`src/rtl/tx_fifo_reader.sv`:
```
// tx_fifo_reader: read-side consumer of the MAC transmit FIFO.
// Pops {header, data...} frames from a non-showahead FIFO, strips the header and
// presents the payload as a valid/ready stream with SOP/EOP/MTY. It drops frames
// that are zero-length or oversized, and inserts a programmable idle gap after each frame.
// Optional statistics counters are enabled by defining TXRD_STATS_EN.
module tx_fifo_reader #(
  parameter int unsigned WIDTH   = 64,
  parameter int unsigned MAX_LEN = 9600,
  parameter int unsigned GAPW    = 8
) (
  input  logic             rdclk,
  input  logic             aclr,
  output logic             rdreq,
  input  logic [WIDTH-1:0] q,
  input  logic             rdempty,
  input  logic [GAPW-1:0]  cfg_b2b_gap,
  input  logic             tx_ready,
  output logic             tx_valid,
  output logic [WIDTH-1:0] tx_data,
  output logic             tx_sop,
  output logic             tx_eop,
  output logic [2:0]       tx_mty,
  output logic             frame_done,
  output logic             drop_pulse,
  output logic             busy
`ifdef TXRD_STATS_EN
  ,
  output logic [31:0]      stat_frames,
  output logic [31:0]      stat_drops,
  output logic [47:0]      stat_bytes
`endif
);

  localparam int unsigned EW = WIDTH + 5;  // {data, sop, eop, mty}
  localparam logic [16:0] MaxLen = 17'(MAX_LEN);

  typedef enum logic [2:0] {StIdle, StHdr, StData, StDrop, StGap} state_e;

  state_e          state;
  logic [16:0]     remaining;  // data reads still to issue for this frame
  logic            first;      // next word pushed into the buffer is the SOP word
  logic [2:0]      frame_mty;
  logic            inflight;   // a data read was issued last cycle, word is on q now
  logic [GAPW-1:0] gap_cnt;

  // Output buffer: b0 is the head presented on tx_*, b1 the second entry.
  logic [EW-1:0]   b0, b1;
  logic [1:0]      count;

  logic [15:0]     hdr_len;
  logic [16:0]     hdr_words;
  logic [3:0]      hdr_mty_w;
  logic            hdr_zero, hdr_long;
  logic            pop, push, space, rd_hdr, rd_data, eop_new;
  logic [EW-1:0]   new_entry;

  assign hdr_len   = q[15:0];
  assign hdr_words = ({1'b0, hdr_len} + 17'd7) >> 3;
  assign hdr_mty_w = 4'd8 - {1'b0, hdr_len[2:0]};
  assign hdr_zero  = (hdr_len == 16'd0);
  assign hdr_long  = ({1'b0, hdr_len} > MaxLen);

  assign tx_valid = (count != 2'd0);
  assign pop      = tx_valid & tx_ready;
  assign push     = inflight & (state == StData);
  // Room for one more word once the current pop and the in-flight word settle.
  assign space    = ({1'b0, count} + {2'b0, inflight}) < (3'd2 + {2'b0, pop});

  assign {tx_data, tx_sop, tx_eop, tx_mty} = tx_valid ? b0 : '0;

  // The arriving word is the frame's last once every read has been issued.
  assign eop_new   = (remaining == 17'd0);
  assign new_entry = {q, first, eop_new, eop_new ? frame_mty : 3'd0};

  assign frame_done = pop & tx_eop;
  assign drop_pulse = ((state == StHdr) && hdr_zero) ||
                      ((state == StDrop) && inflight && (remaining == 17'd0));
  assign busy       = (state != StIdle) || (count != 2'd0);

  // FIFO read request decode; the header read in HDR overlaps the first data read.
  always_comb begin
    rd_hdr  = 1'b0;
    rd_data = 1'b0;
    unique case (state)
      StIdle:  rd_hdr  = !rdempty;
      StHdr:   rd_data = !rdempty && !hdr_zero && (hdr_long || space);
      StData:  rd_data = !rdempty && (remaining != 17'd0) && space;
      StDrop:  rd_data = !rdempty && (remaining != 17'd0);
      default: ;
    endcase
  end

  // Held low during aclr so the reader is silent while the FIFO is being cleared.
  assign rdreq = (rd_hdr | rd_data) & ~aclr;

  // Frame sequencing: header decode, data/drop read counting and the idle gap.
  always_ff @(posedge rdclk or posedge aclr) begin
    if (aclr) begin
      state     <= StIdle;
      remaining <= '0;
      first     <= 1'b0;
      frame_mty <= '0;
      inflight  <= 1'b0;
      gap_cnt   <= '0;
    end else begin
      inflight <= rd_data;
      unique case (state)
        StIdle: begin
          if (rd_hdr) state <= StHdr;
        end
        StHdr: begin
          frame_mty <= hdr_mty_w[2:0];
          first     <= 1'b1;
          remaining <= hdr_words - {16'b0, rd_data};
          if (hdr_zero)      state <= StIdle;
          else if (hdr_long) state <= StDrop;
          else               state <= StData;
        end
        StData: begin
          remaining <= remaining - {16'b0, rd_data};
          if (push) first <= 1'b0;
          if (frame_done) begin
            if (cfg_b2b_gap != '0) begin
              gap_cnt <= cfg_b2b_gap;
              state   <= StGap;
            end else begin
              state <= StIdle;
            end
          end
        end
        StDrop: begin
          remaining <= remaining - {16'b0, rd_data};
          if (drop_pulse) state <= StIdle;
        end
        StGap: begin
          gap_cnt <= gap_cnt - GAPW'(1);
          if (gap_cnt <= GAPW'(1)) state <= StIdle;
        end
        default: state <= StIdle;
      endcase
    end
  end

  // Two-entry output buffer; a push never meets a full buffer without a pop.
  always_ff @(posedge rdclk or posedge aclr) begin
    if (aclr) begin
      b0    <= '0;
      b1    <= '0;
      count <= '0;
    end else begin
      if (pop) begin
        if (count == 2'd2) begin
          b0 <= b1;
          if (push) b1 <= new_entry;
        end else if (push) begin
          b0 <= new_entry;
        end
      end else if (push) begin
        if (count == 2'd0) b0 <= new_entry;
        else               b1 <= new_entry;
      end
      count <= count + {1'b0, push} - {1'b0, pop};
    end
  end

`ifdef TXRD_STATS_EN
  logic [15:0] frame_len;

  // Statistics: frames sent, frames dropped and payload bytes sent, all wrapping.
  always_ff @(posedge rdclk or posedge aclr) begin
    if (aclr) begin
      frame_len   <= '0;
      stat_frames <= '0;
      stat_drops  <= '0;
      stat_bytes  <= '0;
    end else begin
      if (state == StHdr) frame_len <= hdr_len;
      stat_frames <= stat_frames + {31'b0, frame_done};
      stat_drops  <= stat_drops + {31'b0, drop_pulse};
      if (frame_done) stat_bytes <= stat_bytes + {32'b0, frame_len};
    end
  end
`endif

endmodule

```
`config.mk`:
```
export PLATFORM = sky130hd
export DESIGN_NAME = tx_fifo_reader
export DESIGN_NICKNAME = d
export VERILOG_FILES = /design/src/rtl/tx_fifo_reader.sv
export SDC_FILE = /design/constraint.sdc
export NUM_CORES = 1
export LEC_CHECK = 0
export BUFFER_PORTS_ARGS = -buffer_cell sky130_fd_sc_hd__buf_2
export CAP_MARGIN = 40
export CORE_MARGIN = 5
export CORE_UTILIZATION = 40
export CTS_BUF_LIST = sky130_fd_sc_hd__clkbuf_8
export CTS_CLUSTER_DIAMETER = 50
export CTS_CLUSTER_SIZE = 25
export DETAILED_ROUTE_END_ITERATION = 12
export PLACE_DENSITY = 0.66
export SLEW_MARGIN = 10
export SYNTH_ARGS = -nofsm -noshare
export SYNTH_HDL_FRONTEND = slang
export SYNTH_SLANG_ARGS = --single-unit
```
`constraint.sdc`:
```
create_clock -name rdclk -period 6.9 [get_ports rdclk]
set_input_delay 1.38 -clock rdclk [delete_from_list [all_inputs] [get_ports rdclk]]
set_output_delay 1.38 -clock rdclk [all_outputs]
set_load 0.01 [all_outputs]
```
==> metrics.yaml <==
ant_nets: 0
drt-total-wl_microns: 23410
max_freq_mhz: 199.2
synthAdderAreaFrac_pct: 1.660
synth_warnings: 0
worstSkewPairLatency_ps: 470
p_sw_share_pct: 40.79
grt_max_degree: 81
drive_gt1_share_pct: 25.00
pre_cts_ws_ps: 1808
vias_per_cell: 5.325
synth_area_leaders: "dfrtp_1 (48%), mux2_2 (8.0%), nand2_1 (7.2%)"
synthMuxAreaShare_pct: 8.536
grt_setup_unrepaired: "no"
dieArea_sq_um: 25720
cpLargestDelayFamily: "compound AO/OA/AOI/OAI gates"
drc: 0
path_class: "in -> out"
p_leak_nw: 4.582
syn-num-nets: 1086
cts_buffer_depth: 2
hold_depth: 2
seqPwrFrac_pct: 39.6
synth-simple-area-share_pct: 23.34
p_sw_mw: 1.843
period_share_pct: 72.74
reg2reg_from: "remaining[4]"
worstHoldEndpoint: "b1[8]"
synth_compound_area_share_pct: 12.45
endpoint_kind: "output port"
synth_common_cells: "nand2_1 (174), dfrtp_1 (173), nor2_1 (116), and2_1 (72), a31oi_1 (66)"
cts_tree: "built"
coreArea_sq_um: 22430
clkPwrFrac_pct: 15.9
post_cts_buffers: 0
place_hpwl_microns: 16010
ios: 150
r2r_end: "remaining[12]"
h-tree-depth: 4
power.total_mw: 4.517
setup_ws_ps: 1881
pwr-share-comb_pct: 44.5
final_area_sq_um: 10420
worst_pin_slew_ps: 784.2
cpPeakStageDelay_ps: 540
clk_pin_slew_ps: 100
grt-ovfl-total: 0
grt_usage_pct: 18.48
worstHoldPathType: "reg -> reg"
drv_cap: 0
synthToLayoutAreaGrowth_pct: 15.20
n_antenna_cell: 0
cts_buffers: 17
numPortBuffers: 149
hp-start: "b1[8]"
path_cells: "buf_2, inv_1, ha_1, nor2b_1, a21oi_1, o21a_1, o31ai_1, a31oi_1, nor2_1, a211oi_1, buf_2"
synth_top_cell_by_area: "dfrtp_1"
ys_seq_elements: 173
grt_pass1_vias: 7227
ff2ff_path_depth: 14
syn_area_per_cell_sq_um: 9.062
nFillCells: 2217
drt_first_pass_iters: 5
post_cts_resized: 0
clk_root_buffer_cell: "clkbuf_8"
cp.depth: 11
status: "finished clean"
cp.arrival_ps: 3640
yosys_most_used_dff: "dfrtp_1"
finalSetupTns_ps: 0
critPathMaxFanout: 9
slew_headroom_pct: 47.72
antenna_found_initial: 3
yosys.area.top_type_share_pct: 47.87
synth.most_common_cell: "nand2_1"
synth_top_family_by_area: "simple AND/OR/NAND/NOR gates"
routedWlPerCell_microns: 16.61
synth.distinct_cells: 63
cpMostUsedCell: "buf_2"
finalSetupViolCount: 0
routed-via-count: 7503
fin_crit_ps: 5019
dpl_cell_area_sq_um: 10020
slew_viol_final: 0
grt_pass1_wl_microns: 38510
dieHeight_microns: 160.4
cts_hold_buf: 0
place_congestion: 0.9172
netlist_area_sq_um: 9044
ff2ff_setup_slack_ps: 2870
finalClockSkew_ps: 16.30
synth_edf_count: 0
synth-seq-area-share_pct: 47.87
die_w_microns: 160.4
cts_sinks: 173
synthArstFlopShare_pct: 100.0
synth_xor_area_share_pct: 2.421
hold_viol_final: 0
cp.required_ps: 5520
cp_num_buf_inv: 3
nets: 1199
power_per_cell_area_nw_per_um2: 433.6
std_cell_rows: 55
slowest_stage: "nor2b_1"
startpoint_type: "input port"
drt_iter0_drc: 446
initial_utilization_pct: 40.31
ir_worst_vdd_v: 0.0001977
p_int_mw: 2.675
synth_cells: 998
[layer usage]
| metal | part of all wire, % | vias up | GRT usage, % | routed length (microns) |
|---|---|---|---|---|
| met2 | 47 | 204 | 29.27 | 10910 |
| met1 | 45 | 3599 | 25.52 | 10620 |
| met5 | 0.11 | - | 0 | 25 |
| met3 | 5.7 | 39 | 3.746 | 1329 |
| li1 | - | 3657 | - | - |
| met4 | 2.3 | 4 | 6.140 | 527 |
[layout make-up]
| type | count | area (sq um) | share of cell area [%] |
|---|---|---|---|
| multi-input cells | 744 | 4395 | 42.19 |
| clock buffers | 18 | 247.7 | 2.378 |
| clock inverters | 14 | 151.4 | 1.453 |
| well taps | 285 | 356.6 | 3.423 |
| inverters | 13 | 53.80 | 0.5164 |
| flip-flops and latches | 173 | 4329 | 41.55 |
| repair buffers | 162 | 884.6 | 8.490 |
[power by group through the flow]
stage / registers [mW] / clock network [mW] / logic (mW)
4_1_cts: 1.79 / 0.738 / 2.04
5_1_grt: 1.87 / 0.784 / 2.24
2_1_floorplan: 1.71 / 0 / 1.44
3_5_place_dp: 1.82 / 0 / 2.03
6_report: 1.79 / 0.716 / 2.01
3_3_place_gp: 1.80 / 0 / 1.98
[cells by family (layout without fill, tap and decap cells)]
| group | Yosys count | after routing |
|---|---|---|
| AOI/OAI and AO/OA | 188 | 188 |
| xor gates and xnor gates | 25 | 25 |
| adders and majority gates | 12 | 12 |
| buffers and inverters | 81 | 207 |
| DFF | 173 | 173 |
| muxes | 69 | 69 |
| and+or+nand+nor | 450 | 450 |
[worst max-delay path by stage]
stage,startpoint,to,slack (ps)
3_3_place_gp,q[0],remaining[12],1920
4_1_cts,q[0],rdreq,1880
6_report,q[0],rdreq,1880
5_1_grt,q[0],rdreq,1650
3_5_place_dp,q[0],remaining[12],1810
2_1_floorplan,aclr,b0[0],830
[registers in the layout, summed over array words and instances, names as in the netlist]
signal     cells
b1            69
remaining     17
gap_cnt        8
first          1
inflight       1
frame_mty      3
state          3
count          2
b0            69
[placed cells by master (no fill, tap or decap), types with 5 or more instances in the layout]
cell type / n
a31oi_1: 66
nor2_1: 116
ha_1: 12
buf_2: 150
nand2_1: 173
mux2_2: 64
a21oi_1: 45
buf_4: 9
nor2b_1: 5
xnor2_1: 12
nand3_1: 14
nand2b_1: 7
nor3_1: 19
dfrtp_1: 173
or2_2: 5
inv_1: 11
clkbuf_8: 18
xor2_1: 13
and2_1: 71
a211oi_1: 6
nor4_1: 9
a22oi_1: 6
o21ai_0: 36
[worst reg2reg max path: stages, from the launching register on]
cell and delay, ps:
dfrtp_1 460, or4_4 580, or4_4 490, nor3_4 400
a211oi_1 100, nor2_1 270, nor2_1 150, ha_1 260
ha_1 230, nand2_1 210, or2_4 180, nor2_2 30
mux2_1 300, a22oi_1 180, o21ai_1 80
[through the flow]
step	util [%]	hold slack [ps]	cells
after global routing	46.44	522.9	1409
after global placement	44.34	462.5	1373
final	46.44	491.1	1409
after floorplan	-	445.5	998
after CTS	46.44	494.9	1409
after detailed placement	44.66	471.2	1377
No activity file was read; power rests on OpenSTA's default activity.
